$ cat config.mk
export PLATFORM = sky130hd
export DESIGN_NAME = vga_ctrl_flat
export DESIGN_NICKNAME = d
export VERILOG_FILES = /design/src/rtl/vga_ctrl_if.sv /design/src/rtl/vga_ctrl.sv /design/src/flat_wrapper.sv
export SDC_FILE = /design/constraint.sdc
export NUM_CORES = 1
export LEC_CHECK = 0
export ABC_AREA = 0
export CAP_MARGIN = 30
export CORE_AREA = 2 2 85 87
export DETAILED_ROUTE_END_ITERATION = 16
export DIE_AREA = 0 0 87 89
export GPL_ROUTABILITY_DRIVEN = 0
export PLACE_DENSITY = 0.88
export SYNTH_ARGS = -nofsm -noshare
export SYNTH_HDL_FRONTEND = slang
export SYNTH_SLANG_ARGS = --single-unit
$ cat constraint.sdc
create_clock -name vga_clk -period 2.7 [get_ports vga_clk]
set_input_delay 0.81 -clock vga_clk [delete_from_list [all_inputs] [get_ports vga_clk]]
set_output_delay 0.81 -clock vga_clk [all_outputs]
set_load 0.005 [all_outputs]
$ cat src/rtl/vga_ctrl_if.sv
// Pixel request / display bus between the VGA timing controller (master)
// and the picture generator plus display pins (slave).
interface vga_ctrl_if;
  logic [15:0] pix_data;
  logic [9:0]  pix_x;
  logic [9:0]  pix_y;
  logic        pix_data_req;
  logic        hsync;
  logic        vsync;
  logic        rgb_valid;
  logic [15:0] rgb;
  logic        frame_start;
  logic [7:0]  frame_cnt;

  modport master (
    input  pix_data,
    output pix_x, pix_y, pix_data_req, hsync, vsync,
           rgb_valid, rgb, frame_start, frame_cnt
  );

  modport slave (
    output pix_data,
    input  pix_x, pix_y, pix_data_req, hsync, vsync,
           rgb_valid, rgb, frame_start, frame_cnt
  );
endinterface

$ cat src/rtl/vga_ctrl.sv
// 640x480@60 VGA timing controller: scan counters, sync pulses, pixel request
// one clock ahead of display, and a one-stage pixel register feeding rgb.
module vga_ctrl #(
  parameter int   H_SYNC      = 96,
  parameter int   H_BACK      = 40,
  parameter int   H_LEFT      = 8,
  parameter int   H_VALID     = 640,
  parameter int   H_RIGHT     = 8,
  parameter int   H_FRONT     = 8,
  parameter int   V_SYNC      = 2,
  parameter int   V_BACK      = 25,
  parameter int   V_TOP       = 8,
  parameter int   V_VALID     = 480,
  parameter int   V_BOTTOM    = 8,
  parameter int   V_FRONT     = 2,
  parameter logic SYNC_ACTIVE = 1'b1
) (
  input  logic        vga_clk,
  input  logic        sys_rst_n,
  vga_ctrl_if.master  vga
);

  localparam int H_TOTAL = H_SYNC + H_BACK + H_LEFT + H_VALID + H_RIGHT + H_FRONT;
  localparam int V_TOTAL = V_SYNC + V_BACK + V_TOP + V_VALID + V_BOTTOM + V_FRONT;
  localparam int HA_I    = H_SYNC + H_BACK + H_LEFT;
  localparam int VA_I    = V_SYNC + V_BACK + V_TOP;

  localparam logic [9:0] HT_M1 = 10'(H_TOTAL - 1);
  localparam logic [9:0] VT_M1 = 10'(V_TOTAL - 1);
  localparam logic [9:0] HS    = 10'(H_SYNC);
  localparam logic [9:0] VS    = 10'(V_SYNC);
  localparam logic [9:0] HA    = 10'(HA_I);
  localparam logic [9:0] HA_M1 = 10'(HA_I - 1);
  localparam logic [9:0] HE    = 10'(HA_I + H_VALID);
  localparam logic [9:0] HE_M1 = 10'(HA_I + H_VALID - 1);
  localparam logic [9:0] VA    = 10'(VA_I);
  localparam logic [9:0] VE    = 10'(VA_I + V_VALID);

  logic [9:0]  cnt_h;
  logic [9:0]  cnt_v;
  logic [15:0] pix_reg;
  logic [7:0]  frame_cnt_q;
  logic        h_end;
  logic        v_end;
  logic        line_act;
  logic        req;
  logic        act;

  assign h_end    = (cnt_h == HT_M1);
  assign v_end    = (cnt_v == VT_M1);
  assign line_act = (cnt_v >= VA) && (cnt_v < VE);

  // Decodes are gated with reset so every output is at its idle value while
  // reset is held, even though the cleared counters point at the sync region.
  assign req = sys_rst_n && line_act && (cnt_h >= HA_M1) && (cnt_h < HE_M1);
  assign act = sys_rst_n && line_act && (cnt_h >= HA) && (cnt_h < HE);

  always_ff @(posedge vga_clk or negedge sys_rst_n) begin
    if (!sys_rst_n) begin
      cnt_h       <= '0;
      cnt_v       <= '0;
      frame_cnt_q <= '0;
    end else begin
      cnt_h <= h_end ? 10'd0 : cnt_h + 10'd1;
      if (h_end)
        cnt_v <= v_end ? 10'd0 : cnt_v + 10'd1;
      if (h_end && v_end)
        frame_cnt_q <= frame_cnt_q + 8'd1;
    end
  end

  // Pixel returned for the request of this cycle is shown next cycle.
  always_ff @(posedge vga_clk or negedge sys_rst_n) begin
    if (!sys_rst_n)
      pix_reg <= '0;
    else if (req)
      pix_reg <= vga.pix_data;
  end

  assign vga.hsync        = (sys_rst_n && (cnt_h < HS)) ? SYNC_ACTIVE : ~SYNC_ACTIVE;
  assign vga.vsync        = (sys_rst_n && (cnt_v < VS)) ? SYNC_ACTIVE : ~SYNC_ACTIVE;
  assign vga.pix_data_req = req;
  assign vga.pix_x        = req ? (cnt_h - HA_M1) : 10'h3FF;
  assign vga.pix_y        = req ? (cnt_v - VA) : 10'h3FF;
  assign vga.rgb_valid    = act;
  assign vga.rgb          = act ? pix_reg : 16'h0000;
  assign vga.frame_start  = sys_rst_n && (cnt_h == 10'd0) && (cnt_v == 10'd0);
  assign vga.frame_cnt    = frame_cnt_q;

endmodule

$ cat src/flat_wrapper.sv
// flat-port wrapper written by rule: the top's interface ports become plain ports
module vga_ctrl_flat 
#(
  parameter int   H_SYNC      = 96,
  parameter int   H_BACK      = 40,
  parameter int   H_LEFT      = 8,
  parameter int   H_VALID     = 640,
  parameter int   H_RIGHT     = 8,
  parameter int   H_FRONT     = 8,
  parameter int   V_SYNC      = 2,
  parameter int   V_BACK      = 25,
  parameter int   V_TOP       = 8,
  parameter int   V_VALID     = 480,
  parameter int   V_BOTTOM    = 8,
  parameter int   V_FRONT     = 2,
  parameter logic SYNC_ACTIVE = 1'b1
)
  (vga_clk, sys_rst_n, vga_pix_data, vga_pix_x, vga_pix_y, vga_pix_data_req, vga_hsync, vga_vsync, vga_rgb_valid, vga_rgb, vga_frame_start, vga_frame_cnt);
  vga_ctrl_if vga_i ();
  input  logic vga_clk;
  input  logic sys_rst_n;
  input wire logic [$bits(vga_i.pix_data)-1:0] vga_pix_data;
  output wire logic [$bits(vga_i.pix_x)-1:0] vga_pix_x;
  output wire logic [$bits(vga_i.pix_y)-1:0] vga_pix_y;
  output wire logic [$bits(vga_i.pix_data_req)-1:0] vga_pix_data_req;
  output wire logic [$bits(vga_i.hsync)-1:0] vga_hsync;
  output wire logic [$bits(vga_i.vsync)-1:0] vga_vsync;
  output wire logic [$bits(vga_i.rgb_valid)-1:0] vga_rgb_valid;
  output wire logic [$bits(vga_i.rgb)-1:0] vga_rgb;
  output wire logic [$bits(vga_i.frame_start)-1:0] vga_frame_start;
  output wire logic [$bits(vga_i.frame_cnt)-1:0] vga_frame_cnt;
  assign vga_i.pix_data = vga_pix_data;
  assign vga_pix_x = vga_i.pix_x;
  assign vga_pix_y = vga_i.pix_y;
  assign vga_pix_data_req = vga_i.pix_data_req;
  assign vga_hsync = vga_i.hsync;
  assign vga_vsync = vga_i.vsync;
  assign vga_rgb_valid = vga_i.rgb_valid;
  assign vga_rgb = vga_i.rgb;
  assign vga_frame_start = vga_i.frame_start;
  assign vga_frame_cnt = vga_i.frame_cnt;
  vga_ctrl #(.H_SYNC(H_SYNC), .H_BACK(H_BACK), .H_LEFT(H_LEFT), .H_VALID(H_VALID), .H_RIGHT(H_RIGHT), .H_FRONT(H_FRONT), .V_SYNC(V_SYNC), .V_BACK(V_BACK), .V_TOP(V_TOP), .V_VALID(V_VALID), .V_BOTTOM(V_BOTTOM), .V_FRONT(V_FRONT), .SYNC_ACTIVE(SYNC_ACTIVE)) u_core (.vga_clk(vga_clk), .sys_rst_n(sys_rst_n), .vga(vga_i));
endmodule
==> results.cfg <==
[global_route]
gr-total-overflow = 0
use_met3 = 0.0693
top_usage_layer = met2
grt_pass1_wl_um = 18300
grt_pass1_vias = 3581
gr-usage-met1 = 0.368
grtUsageMet2 = 0.507
groute.usage.overall = 0.303
antenna_found_initial = 0
grt_max_degree = 30

[synthesis]
synth.cell_area_um2 = 3150
synth_edf_count = 0
synthArstFlopShare = 1.00
synth-seq-cells = 44
synth_cells = 362
synth_cell_types = 52
synth_top_area_frac = 0.349
ys_seq_area_frac = 0.349
synth_top_cell_by_area = dfrtp_1
synth_area_leaders = dfrtp_1 (35%), nand3_1 (7.5%), a32oi_1 (4.4%)
avgSynthCellArea_um2 = 8.71
ys_warn_count = 0
synth_fp_nets = 385
ys.flop_type = dfrtp_1

[power]
peakVddDrop_v = 0.000174
leakagePower_nw = 2.12
p_per_area_nw_per_um2 = 245

[routing]
drc_errors = 0
drtPass1Iterations = 8
drt_iter0_markers = 556
totalWireLength_um = 12900
ant_nets = 0
routedWlPerCell_um = 22.5
vias = 3910
viasPerCell = 6.81

[die]
top_level_ports = 67
initial_core_util = 0.469
rows = 30
dieArea_um2 = 7740
die-width_um = 87
dieHeight_um = 89
core-area_um2 = 6720

[sta]
hold_viol = 0
timing.fmax_ghz = 0.327
setup_violations = 38
period_needed_ps = 3060
fin_ws_ps = -359
rsz0062_at_grt = yes
max_slew_margin = 0.594
whs_ps = 482
slew_violations = 0
fin_setup_tns_ps = -10940
worstMarginPinSlew_ps = 605
skew_ps = 13.7
period_share = 1.13

[hold_path]
whs_endpoint = u_core.vga.frame_cnt[7]
hp-start = u_core.vga.frame_cnt[7]
min_path_type = reg -> reg
min_path_cells = 1

[clocking]
clock_latency_ps = 310
root_buffer = clkbuf_8
cts.sinks = 44
path_clk_slew_ps = 80
h-tree-depth = 2
numCtsBuffers = 5
cts_hold_buffers = 0
max-clock-path-buffers = 2
cts_tree = yes

[cells_and_area]
drive_gt1_frac = 0.423
multiInputGateArea_um2 = 2110
final_util = 0.717
regArea_um2 = 1100
area_growth_pct = 52.7
finalNetCount = 517
layout_common_cells = buf_4 (76), dfrtp_1 (41), nand3_1 (33), buf_6 (33), clkdlybuf4s50_1 (24)
layout_commonest_cell = buf_4
stdcell_area_um2 = 4820
fillCellCount = 422
largest_register_ff_count = 16
antenna_cells = 0

[setup_path]
cp-end-kind = output pin
crit_type = reg -> out
crit_path_start_kind = flip-flop
reg2reg_depth = 13
rr_endpoint = u_core.pix_reg[7]
worstPathMaxFanout = 5
arrival_ps = 2250
rrSetupSlack_ps = 180
crit_required_ps = 1890
r2r-start = u_core.cnt_v[0]

[placement]
hpwl_um = 6810
port_buffers = 66
placed_area_um2 = 4240

[outcome]
status = complete, but fails checks
violations = negative setup slack

[flow_run]
drv_cap = 0
==> per-layer routing <==
layer | up-vias | wire, um | share of wire
li1 | 1606 | - | -
met5 | - | 0 | 0
met4 | 0 | 845 | 0.065
met2 | 336 | 6110 | 0.47
met1 | 1870 | 4720 | 0.37
met3 | 98 | 1250 | 0.097
==> repair_timing <==
item / 4_1_cts / 5_1_grt
gates cloned: 2 / 0
gates resized for setup: 202 / 55
endpoints found under the setup margin: 41 / 57
setup buffers: 29 / 9
pin swaps: 32 / 18
==> critical path, stage by stage, from the launching register on <==
cell and delay, ps:
dfrtp_1 420, ha_4 180, o41ai_4 80, a211oi_4 510, buf_4 220, nor2_4 50, or3_1 360, buf_2 130
==> how the worst max path moves through the flow <==
stage                         to       startpoint  cells after the start
finish              vga_pix_x[1]  u_core.cnt_v[0]                      7
global route        vga_pix_x[7]  u_core.cnt_v[0]                      9
CTS                 vga_pix_x[7]  u_core.cnt_v[0]                      9
detailed placement    vga_rgb[9]        sys_rst_n                      7
global placement      vga_rgb[2]        sys_rst_n                      7
floorplan           vga_pix_x[5]  u_core.cnt_v[0]                      7
==> cell type report <==
class / instances / area share
inverter: 12 / 0.00935
tap: 80 / 0.0208
multi-input combinational: 271 / 0.439
sequential: 44 / 0.229
timing repair buffer: 160 / 0.282
clock buffer: 7 / 0.0200
==> report_power, final <==
part | total (mW) | switching, mW | internal (mW)
Combinational | 0.0524 | 0.0239 | 0.0285
Clock | 0.469 | 0.241 | 0.229
Sequential | 0.658 | 0 | 0.658
Total | 1.18 | 0.264 | 0.915
==> Yosys cell counts, types with 11 or more instances <==
cell type,n
nor2_1,11
xnor2_1,14
o211ai_1,17
nand2_1,15
and2_1,18
buf_2,18
inv_1,12
nand3_1,47
and3_1,18
a32oi_1,16
nor3_1,11
clkbuf_1,16
o21ai_0,22
dfrtp_1,44
==> logic make-up (layout without fill, tap and decap cells) <==
| kind of cell | count (synthesis) | after routing | synth area share |
|---|---|---|---|
| simple gates | 158 | 158 | 0.298 |
| compound gates | 78 | 80 | 0.180 |
| buf+inv | 49 | 179 | 0.0714 |
| flops | 44 | 44 | 0.349 |
| xor+xnor | 25 | 25 | 0.0718 |
| fa+ha+maj | 5 | 5 | 0.0198 |
| mux | 3 | 3 | 0.00992 |
==> per-stage QoR <==
step | std cells | total power, mW | setup slack [ps]
finish | 574 | 1.18 | -359
global route | 574 | 1.20 | -435
CTS | 572 | 1.17 | -406
detailed placement | 536 | 0.722 | -509
global placement | 536 | 0.720 | -456
floorplan | 362 | 0.675 | 3.27
Note: power is estimated with default switching activity, not from simulation.
